--- src/rtl/herring_bus_decoder.sv ---
// Herring bus decoder: registered chip selects, RAM write strobe and phi2 wait-state stretching.
// Optional RDY timeout is enabled by defining HERRING_RDY_TIMEOUT_EN.
module herring_bus_decoder #(
  parameter int NUM_CS = 5,
  parameter int ADDR_BITS = 6,
  parameter logic [NUM_CS*ADDR_BITS-1:0] CS_BASE =
    {6'b111000, 6'b100011, 6'b100010, 6'b100001, 6'b100000},
  parameter logic [NUM_CS*ADDR_BITS-1:0] CS_MASK =
    {6'b111000, 6'b111111, 6'b111111, 6'b111111, 6'b111111},
  parameter logic [NUM_CS*4-1:0] CS_WAIT = {4'd0, 4'd2, 4'd0, 4'd1, 4'd1},
  parameter int TIMEOUT_CYCLES = 1024
) (
  input  logic                 clk_src,
  input  logic                 reset,
  input  logic                 cpu_clk_out,
  input  logic                 rw,
  input  logic [ADDR_BITS-1:0] address,
  output logic [NUM_CS-1:0]    cs_n,
  output logic                 ram_we_n,
  output logic                 rdy,
  output logic                 timeout_flag
);

  typedef enum logic [1:0] {
    S_IDLE = 2'd0,
    S_WAIT = 2'd1,
    S_DONE = 2'd2
  } state_t;

  // Handshake: rdy=0 holds the CPU in the current cycle; released on the W-th phi2 fall.
  state_t                 state;
  logic                   phi2_m;
  logic                   phi2_s;
  logic                   phi2_d;
  logic [ADDR_BITS-1:0]   addr_r;
  logic                   rw_r;
  logic [3:0]             count;
  logic [NUM_CS-1:0]      cs_next;
  logic [3:0]             win_wait;
  logic                   rise;
  logic                   fall;

  assign rise = phi2_s & ~phi2_d;
  assign fall = ~phi2_s & phi2_d;

  // Descending scan so the lowest-index hit is the last assignment and wins.
  always_comb begin
    cs_next  = '1;
    win_wait = '0;
    for (int k = NUM_CS - 1; k >= 0; k--) begin
      if ((addr_r & CS_MASK[k*ADDR_BITS +: ADDR_BITS]) ==
          (CS_BASE[k*ADDR_BITS +: ADDR_BITS] & CS_MASK[k*ADDR_BITS +: ADDR_BITS])) begin
        cs_next  = ~(NUM_CS'(1) << k);
        win_wait = CS_WAIT[k*4 +: 4];
      end
    end
  end

`ifdef HERRING_RDY_TIMEOUT_EN
  localparam int TW = $clog2(TIMEOUT_CYCLES) + 1;
  logic [TW-1:0] to_cnt;
  logic          to_flag;
  assign timeout_flag = to_flag;
`else
  assign timeout_flag = 1'b0;
`endif

  always_ff @(posedge clk_src) begin
    if (reset) begin
      phi2_m   <= 1'b0;
      phi2_s   <= 1'b0;
      phi2_d   <= 1'b0;
      addr_r   <= '0;
      rw_r     <= 1'b1;
      cs_n     <= '1;
      ram_we_n <= 1'b1;
      rdy      <= 1'b1;
      count    <= '0;
      state    <= S_IDLE;
`ifdef HERRING_RDY_TIMEOUT_EN
      to_cnt   <= '0;
      to_flag  <= 1'b0;
`endif
    end else begin
      phi2_m   <= cpu_clk_out;
      phi2_s   <= phi2_m;
      phi2_d   <= phi2_s;
      addr_r   <= address;
      rw_r     <= rw;
      cs_n     <= cs_next;
      ram_we_n <= ~(phi2_s & ~rw_r);

      case (state)
        S_IDLE: begin
          if (rise && (win_wait != 4'd0)) begin
            count <= win_wait;
            rdy   <= 1'b0;
            state <= S_WAIT;
          end
        end
        S_WAIT: begin
          if (fall) begin
            if (count == 4'd1) begin
              rdy   <= 1'b1;
              count <= 4'd0;
              state <= S_DONE;
            end else begin
              count <= count - 4'd1;
            end
          end
        end
        S_DONE: begin
          // Completing edge of the stretched cycle; its rise is ignored.
          if (fall) state <= S_IDLE;
        end
        default: state <= S_IDLE;
      endcase

`ifdef HERRING_RDY_TIMEOUT_EN
      if (!rdy) begin
        if (to_cnt == TW'(TIMEOUT_CYCLES - 1)) begin
          rdy     <= 1'b1;
          state   <= S_IDLE;
          count   <= 4'd0;
          to_flag <= 1'b1;
          to_cnt  <= '0;
        end else begin
          to_cnt <= to_cnt + TW'(1);
        end
      end else begin
        to_cnt <= '0;
      end
`endif
    end
  end

endmodule
--- config.mk ---
export PLATFORM = sky130hd
export DESIGN_NAME = herring_bus_decoder
export DESIGN_NICKNAME = d
export VERILOG_FILES = /design/src/rtl/herring_bus_decoder.sv
export SDC_FILE = /design/constraint.sdc
export NUM_CORES = 1
export LEC_CHECK = 0
export ABC_CLOCK_PERIOD_IN_PS = 1770
export CAP_MARGIN = 5
export CORE_MARGIN = 2
export CORE_UTILIZATION = 44
export CTS_BUF_LIST = sky130_fd_sc_hd__clkbuf_16
export DETAILED_ROUTE_END_ITERATION = 16
export GPL_ROUTABILITY_DRIVEN = 0
export GPL_TIMING_DRIVEN = 0
export PLACE_DENSITY_LB_ADDON = 0.25
export SYNTH_ARGS = -nofsm -noshare
export SYNTH_HDL_FRONTEND = slang
export SYNTH_SLANG_ARGS = --single-unit
--- constraint.sdc ---
create_clock -name clk_src -period 1.77 [get_ports clk_src]
set_input_delay 0.354 -clock clk_src [delete_from_list [all_inputs] [get_ports clk_src]]
set_output_delay 0.354 -clock clk_src [all_outputs]
set_load 0.005 [all_outputs]
==> metrics.cfg, run 1 <==
[cells_and_area]
diodes=0
instances_no_fill=143
areaGrowthSynthToFinish_pct=36.9
drive_gt1_share_pct=14.7
final_core_util_pct=63.6
design_area_sq_mm=0.00125
num-nets-final=129
final_common_cell=dfxtp_1
final_cell_mix=dfxtp_1, clkdlybuf4s50_1, nor2b_1

[power]
leakage_nw=0.452
power.density_mw_per_mm2=884
vdd_ir_drop_max_v=0.000865

[worst_setup_path]
critPathMaxStageDelay_ps=530
crit_path_end=count[1]$_SDFFE_PP0P_
crit_arrival_ps=1960
worstSetupEndpointType=flip-flop
reg2reg_depth=5
rr_endpoint=count[1]$_SDFFE_PP0P_
crit_slowest_cell=or4b_4
startpoint_type=flip-flop
path_cells=or4b_4, buf_8, o41a_1, a2111oi_2, nor3_1
timing.rr.start=addr_r[2]$_SDFF_PP0_
startpoint=addr_r[2]$_SDFF_PP0_
worstPathMaxFanout=5
required_ps=1900
critPathKind=flip-flop to flip-flop
rrSetupSlack_ps=-60

[detailed_routing]
viasPerCell=5.33
wl_per_cell_um=12.5
drc=0
initialDrtViolationCount=7
vias=762
first_pass_iters=3
ant_nets=0
drt-total-wl_um=1780

[floorplanning]
die_x_um=49.5
io_pins=18
dieHeight_um=49.5
start_util_pct=46.5
core_sq_mm=0.00196
std_cell_rows=16
die_area_sq_mm=0.00245

[grt]
grt-ovfl-total=0
grt_usage_pct=16.7
antenna_found_initial=0
grt_max_degree=13
grt_pass1_wl_um=3200
grt_use_met1_pct=20.7
grt_use_met2_pct=27.3
top_usage_layer=met2
use_met3_pct=5.45
grt_pass1_vias=698

[sta]
setup_tns_ps=-231
setup_viol=5
relSlewSlack_pct=64.3
period_minus_slack_ps=1830
hold_ws_ps=404
skew_ps=6.34
fmax_ghz=0.545
setup_slack_ps=-63.7
rsz0062_at_grt=true
post-route-period-util_pct=104
slew_violations=0
worstMarginPinSlew_ps=534
finalHoldViolations=0

[flow_run]
drv_cap=0

[clock_tree]
clock-sinks=23
cts_max_level=1
clk_pin_slew_worst_paths_ps=60
clockBufferDepth=2
numCtsBuffers=3
clockRootBuffer=clkbuf_16
clock_latency_ps=260
cts_tree=done

[placement]
place_inst=137
numPortBuffers=16
placed_area_sq_mm=0.00113
hpwlAfterDp_um=1200

[synth]
yosysUniqueCellTypes=32
synth-seq-cells=23
ys.flop_type=dfxtp_1
yosysTopAreaCellShare_pct=50.5
synthesis.area_sq_um=912
netlist_instances=94
ys_warn_count=0
yosysSeqAreaShare_pct=50.5
post-synth-top-area-cell=dfxtp_1
syn_nets=106
synth-edff-count=0
syn_area_per_cell_sq_um=9.70
async_flop_share_pct=0
synth_area_leaders=dfxtp_1, nor2b_1, a21oi_1

[outcome]
status=finished, violations left
violations=setup timing

[worst_hold_path]
hp-class=flip-flop to flip-flop

## worst max-delay path: cells and delay by family (launching register included)
kind	cells	cell delay, ps
buffers and inverters	1	150
and+or+nand+nor	2	610
DFF	1	300
AOI/OAI and AO/OA	2	650
## synth_stat cells (2+ instances only)
| cell type | count |
|---|---|
| or3_1 | 2 |
| a21oi_1 | 5 |
| nor2_1 | 5 |
| dfxtp_1 | 23 |
| nand2_1 | 3 |
| nand3b_1 | 3 |
| nand2b_1 | 3 |
| or4_1 | 2 |
| nand3_1 | 5 |
| nor3_1 | 3 |
| ha_1 | 2 |
| nor2b_1 | 11 |
| clkbuf_1 | 3 |
| inv_1 | 5 |
| nor4bb_1 | 2 |
## layer usage
metal | vias to the layer above | wire length (um)
met5 | - | 0
li1 | 380 | -
met3 | 3 | 65
met2 | 12 | 890
met4 | 0 | 18
met1 | 367 | 811
## per-stage QoR
stage	worst slack (ps)	power (mW)
4_1_cts	-78.3	1.10
6_report	-63.7	1.10
2_1_floorplan	-18.2	0.590
5_1_grt	-112	1.13
3_5_place_dp	-96.4	0.627
3_3_place_gp	-89.0	0.625
## power by group
group / switching (mW) / internal [mW] / total [mW]
combinational: 0.0303 / 0.0482 / 0.0785
sequential: 0.0103 / 0.534 / 0.545
clock: 0.179 / 0.302 / 0.481
## how the worst min path moves through the flow
stage          cells past startpoint  slack, ps                   to                  from
2_1_floorplan                      1        380   cs_n[4]$_SDFF_PP1_  addr_r[5]$_SDFF_PP0_
3_3_place_gp                       1        390  ram_we_n$_SDFF_PP1_       rw_r$_SDFF_PP1_
3_5_place_dp                       1        390  ram_we_n$_SDFF_PP1_       rw_r$_SDFF_PP1_
4_1_cts                            1        410  ram_we_n$_SDFF_PP1_       rw_r$_SDFF_PP1_
5_1_grt                            1        420  ram_we_n$_SDFF_PP1_       rw_r$_SDFF_PP1_
6_report                           1        400  ram_we_n$_SDFF_PP1_       rw_r$_SDFF_PP1_
## registers in the layout, summed over array words and instances (netlist names)
name,cells
phi2_s,1
addr_r,6
cs_n,5
rw_r,1
count,4
ram_we_n,1
state,2
phi2_m,1
phi2_d,1
rdy,1
## repair_timing
action                                  in CTS  in global routing
pin swaps                                    7                  7
buffers inserted                             2                  0
endpoints found under the setup margin       5                  6
gates resized for setup                      0                  9
hold buffers                                 0                  0
## cell families after synthesis
logic type / count (synthesis) / synth area share (%)
AND/OR/NAND/NOR: 44 / 29.4
flip-flops: 23 / 50.5
AO/OA/AOI/OAI: 14 / 12.3
buffers and inverters: 10 / 4.66
adder cells (fa/ha/maj): 2 / 2.74
other: 1 / 0.411
## final cells by class
class | count | area [sq um]
fillers | 166 | 713
flip-flops and latches | 23 | 462
multi-input cells | 61 | 443
repair buffers | 18 | 179
clock buffers | 3 | 75.1
plain buffers | 5 | 33.8
well taps | 27 | 33.8
inverters | 5 | 18.8
clock inverters | 1 | 3.75
Note: power is estimated with default switching activity, not from simulation.
==> run 2: changes to the inputs <==
ABC_CLOCK_PERIOD_IN_PS = 2150   (was 1770)
CORE_UTILIZATION = 52   (was 44)
clock period = 2.15 ns   (was 1.77 ns; I/O delays follow)
==> run 2 against run 1 <==
Against the previous run:
- the run now ends clean
- flip-flop and latch count unchanged
- sequential share of layout area up 2.3 points
- via count down 3.1%
- largest cell class unchanged
- maximum frequency down 8.2%
- clock power down 19%
- worst setup slack better by 220 ps
- combinational power down 28%
- critical endpoint unchanged
- cell count down 8.4%
- highest routed layer unchanged
- routed wire length down 2.0%
- clock skew down 1.5 ps
- global-route usage up 3.0 points
==> metrics.cfg, run 2 (synthesized netlist as in run 1, its figures left out) <==
[outcome]
status=finished, final reports clean

[grt]
grt_usage_pct=19.8
grt-ovfl-total=0
antenna_found_initial=0
grt_pass1_vias=725
grt_max_degree=13
grt_pass1_wl_um=2960

[cells_and_area]
instances_no_fill=131
num-nets-final=127
largest_register_ffs=6
fillers=139
areaGrowthSynthToFinish_pct=28.5
drive_gt1_share_pct=7.89
largest-register=addr_r
final_cell_mix=dfxtp_1, clkdlybuf4s50_1, nor2b_1
diodes=0
final_common_cell=dfxtp_1
reg.largest.list=addr_r (6), cs_n (5), count (4)

[flow_run]
drv_cap=0

[worst_hold_path]
hp-class=flip-flop to flip-flop
min_to=ram_we_n$_SDFF_PP1_
whs_path_depth=1
hp-start=rw_r$_SDFF_PP1_

[clock_tree]
cts_tree=done
clock_latency_ps=250
cts_resized=0
numCtsBuffers=3
clockBufferDepth=2
postCtsHoldBufs=0
clk_pin_slew_worst_paths_ps=60
clockRootBuffer=clkbuf_16
clock-sinks=23
cts_setup_buffers=0
cts_max_level=1

[floorplanning]
io_pins=18
dieHeight_um=45.9
die_x_um=45.9
die_area_sq_mm=0.00210
std_cell_rows=15
core_sq_mm=0.00169
start_util_pct=54.0

[sta]
period_minus_slack_ps=2000
relSlewSlack_pct=66.6
rsz0062_at_grt=false
finalHoldViolations=0
post-route-period-util_pct=92.9
setup_viol=0
slew_violations=0
fmax_ghz=0.501
skew_ps=4.87
worstMarginPinSlew_ps=495
setup_tns_ps=0

[worst_setup_path]
rrSetupSlack_ps=150
critPathTopFamily=compound AO/OA/AOI/OAI gates
cp.buffers_inverters=1
critPathMaxStageDelay_ps=500
critPathKind=flip-flop to flip-flop
timing.rr.start=addr_r[3]$_SDFF_PP0_
worstPathMaxFanout=8
required_ps=2280
reg2reg_depth=5
path_cells=or4b_1, clkbuf_2, o41a_1, a2111oi_2, nor3_1
startpoint_type=flip-flop
worstSetupEndpointType=flip-flop
crit_slowest_cell=or4b_1
crit_arrival_ps=2120
rr_endpoint=count[1]$_SDFFE_PP0P_

[detailed_routing]
initialDrtViolationCount=17
drc=0
drt-total-wl_um=1750
first_pass_iters=4
viasPerCell=5.63
ant_nets=0
wl_per_cell_um=13.4
vias=738

[placement]
numPortBuffers=16
hpwlAfterDp_um=1260
place_inst=127

[power]
vdd_ir_drop_max_v=0.000579
leakage_nw=0.426
power.density_mw_per_mm2=761

-- run 2: area by class of cell --
| cell class | count | area (sq um) | share of cell area (%) |
|---|---|---|---|
| clock inverter | 1 | 3.75 | 0.320 |
| buffer | 5 | 23.8 | 2.03 |
| tap | 17 | 21.3 | 1.81 |
| inverter | 5 | 18.8 | 1.60 |
| sequential | 23 | 460 | 39.3 |
| clock buffer | 3 | 75.1 | 6.40 |
| timing repair buffer | 16 | 160 | 13.7 |
| multi-input combinational | 61 | 409 | 34.9 |
-- run 2: worst reg2reg max path, delay by kind of cell (launching register included) --
| family | cells | cell delay [ps] |
|---|---|---|
| and+or+nand+nor | 2 | 570 |
| AOI/OAI and AO/OA | 2 | 820 |
| buffers and inverters | 1 | 180 |
| DFF | 1 | 300 |
-- run 2: worst max-delay path by stage --
| stage | from | endpoint | slack (ps) | cells past startpoint |
|---|---|---|---|---|
| after floorplan | addr_r[3]$_SDFF_PP0_ | count[1]$_SDFFE_PP0P_ | 260 | 5 |
| after global placement | addr_r[3]$_SDFF_PP0_ | count[1]$_SDFFE_PP0P_ | 160 | 5 |
| after detailed placement | addr_r[3]$_SDFF_PP0_ | count[1]$_SDFFE_PP0P_ | 130 | 5 |
| after CTS | addr_r[3]$_SDFF_PP0_ | count[1]$_SDFFE_PP0P_ | 150 | 5 |
| after global routing | addr_r[3]$_SDFF_PP0_ | count[0]$_SDFFE_PP0P_ | 20 | 5 |
| final | addr_r[3]$_SDFF_PP0_ | count[1]$_SDFFE_PP0P_ | 150 | 5 |
-- run 2: metal layers --
metal  GRT usage [%]  wire [um]
met3            6.35         75
met1            22.8        731
met5               0          0
met4            9.14         12
met2            32.8        929
-- run 2: where the power goes --
part	switching, mW	internal, mW
sequential	0.00804	0.440
clock	0.140	0.248
combinational	0.0220	0.0348
-- run 2: stage by stage --
| step | instance area (sq um) | hold slack [ps] | setup WS [ps] | total power, mW | util (%) |
|---|---|---|---|---|---|
| floorplan | 912 | 380 | 256 | 0.483 | - |
| global route | 1170 | 439 | 23.0 | 0.924 | 69.4 |
| finish | 1170 | 411 | 152 | 0.893 | 69.4 |
| CTS | 1170 | 414 | 151 | 0.898 | 69.4 |
| detailed placement | 1090 | 401 | 129 | 0.514 | 64.7 |
| global placement | 1090 | 388 | 165 | 0.512 | 64.7 |
==> run 3: changes to the inputs <==
PLACE_DENSITY_LB_ADDON = 0.2   (was 0.25)
==> run 3 against run 2 <==
Against the previous run:
- worst setup slack worse by 18 ps
- clock skew barely moved
- flip-flop and latch count unchanged
- cell count is the same
- core utilization up 0.74 points
- maximum frequency fell by 0.92%
- critical endpoint unchanged
- largest cell class unchanged
- largest power group unchanged
==> metrics.cfg, run 3 (synthesized netlist as in run 1, its figures left out) <==
[detailed_routing]
viasPerCell=5.52
first_pass_iters=4
vias=723
drc=0
initialDrtViolationCount=18
ant_nets=0
drt-total-wl_um=1650
wl_per_cell_um=12.6

[worst_hold_path]
hp-class=flip-flop to flip-flop

[worst_setup_path]
startpoint=addr_r[3]$_SDFF_PP0_
worstPathMaxFanout=8
crit_slowest_cell=or4b_1
rr_endpoint=count[1]$_SDFFE_PP0P_
startpoint_type=flip-flop
crit_arrival_ps=2140
path_depth=5
cp.buffers_inverters=1
critPathTopFamily=compound AO/OA/AOI/OAI gates
required_ps=2280
rrSetupSlack_ps=130
path_cells=or4b_1, clkbuf_2, o41a_1, a2111oi_2, nor3_1
critPathMaxStageDelay_ps=500
worstSetupEndpointType=flip-flop
critPathKind=flip-flop to flip-flop
crit_path_end=count[1]$_SDFFE_PP0P_
reg2reg_depth=5
timing.rr.start=addr_r[3]$_SDFF_PP0_

[grt]
grt_pass1_vias=655
grt_pass1_wl_um=2820
grt_usage_pct=18.9
antenna_found_initial=0
grt_max_degree=14
grt-ovfl-total=0

[sta]
skew_ps=4.44
post-route-period-util_pct=93.8
slew_violations=0
period_minus_slack_ps=2020
setup_tns_ps=0
rsz0062_at_grt=false
finalHoldViolations=0
fmax_ghz=0.496
setup_viol=0

[clock_tree]
clock_latency_ps=260
clk_pin_slew_worst_paths_ps=60
numCtsBuffers=3
cts_tree=done
clockBufferDepth=2
clockRootBuffer=clkbuf_16
clock-sinks=23
cts_max_level=1

[power]
p_int_uw=724
pwr-share-seq_pct=49.7
power.density_mw_per_mm2=759
p_sw_uw=175
leakage_nw=0.429
vdd_ir_drop_max_v=0.000640
p_clk_share_pct=43.9
p_comb_share_pct=6.4
p_sw_share_pct=19.5

[floorplanning]
dieHeight_um=45.9
std_cell_rows=15
io_pins=18
start_util_pct=54.0
die_area_sq_mm=0.00210
core_sq_mm=0.00169
die_x_um=45.9

[cells_and_area]
largest-register=addr_r
reg.largest.list=addr_r (6), cs_n (5), count (4)
final_common_cell=dfxtp_1
largest_register_ffs=6
final_core_util_pct=70.1
drive_gt1_share_pct=8.77
diodes=0
num-nets-final=127
final_cell_mix=dfxtp_1, clkdlybuf4s50_1, nor2b_1
areaGrowthSynthToFinish_pct=29.9

[placement]
numPortBuffers=16
hpwlAfterDp_um=1190

[flow_run]
drv_cap=0

[outcome]
status=finished, final reports clean

run 3: stage by stage:
stage          power, mW  instances  area [sq um]  hold slack [ps]  worst slack (ps)
2_1_floorplan      0.483         94           912              380               256
3_3_place_gp       0.512        127          1090              393               165
3_5_place_dp       0.513        127          1090              405               166
4_1_cts            0.911        131          1170              417               139
5_1_grt            0.932        131          1180              428              31.5
6_report           0.900        131          1180              409               134
run 3: how the worst min path moves through the flow:
stage / start / end / slack, ps / cells past startpoint
detailed placement: rw_r$_SDFF_PP1_ / ram_we_n$_SDFF_PP1_ / 400 / 1
global placement: addr_r[5]$_SDFF_PP0_ / cs_n[4]$_SDFF_PP1_ / 390 / 1
floorplan: addr_r[5]$_SDFF_PP0_ / cs_n[4]$_SDFF_PP1_ / 380 / 1
global route: rw_r$_SDFF_PP1_ / ram_we_n$_SDFF_PP1_ / 430 / 1
finish: rw_r$_SDFF_PP1_ / ram_we_n$_SDFF_PP1_ / 410 / 1
CTS: addr_r[5]$_SDFF_PP0_ / cs_n[4]$_SDFF_PP1_ / 420 / 1
run 3: timing repair:
item | 4_1_cts | 5_1_grt
setup buffers | 0 | 0
endpoints found under the setup margin | 0 | 1
resized for setup | 0 | 1
hold buffers | 0 | 0
run 3: layout make-up:
class	count	area, sq um
Fill cell	146	504
Multi-Input combinational cell	61	420
Tap cell	17	21.3
Clock inverter	1	5.00
Inverter	5	18.8
Sequential cell	23	460
Buffer	5	23.8
Timing Repair Buffer	16	160
Clock buffer	3	75.1
run 3: power groups by stage:
stage	Sequential, mW	Combinational, mW	Clock, mW
global placement	0.456	0.0559	0
global route	0.449	0.0635	0.420
detailed placement	0.457	0.0567	0
CTS	0.447	0.0572	0.406
floorplan	0.455	0.0282	0
finish	0.447	0.0574	0.395
run 3: worst reg2reg max path: stages (launching register included):
cell       delay [ps]
dfxtp_1           310
or4b_1            500
clkbuf_2          190
o41a_1            480
a2111oi_2         340
nor3_1             70
run 3: metal layers:
metal	track usage, %	share of wire (%)
met1	23.9	47
met2	29.2	47
met3	5.95	4.0
met4	8.57	1.8
met5	0	0
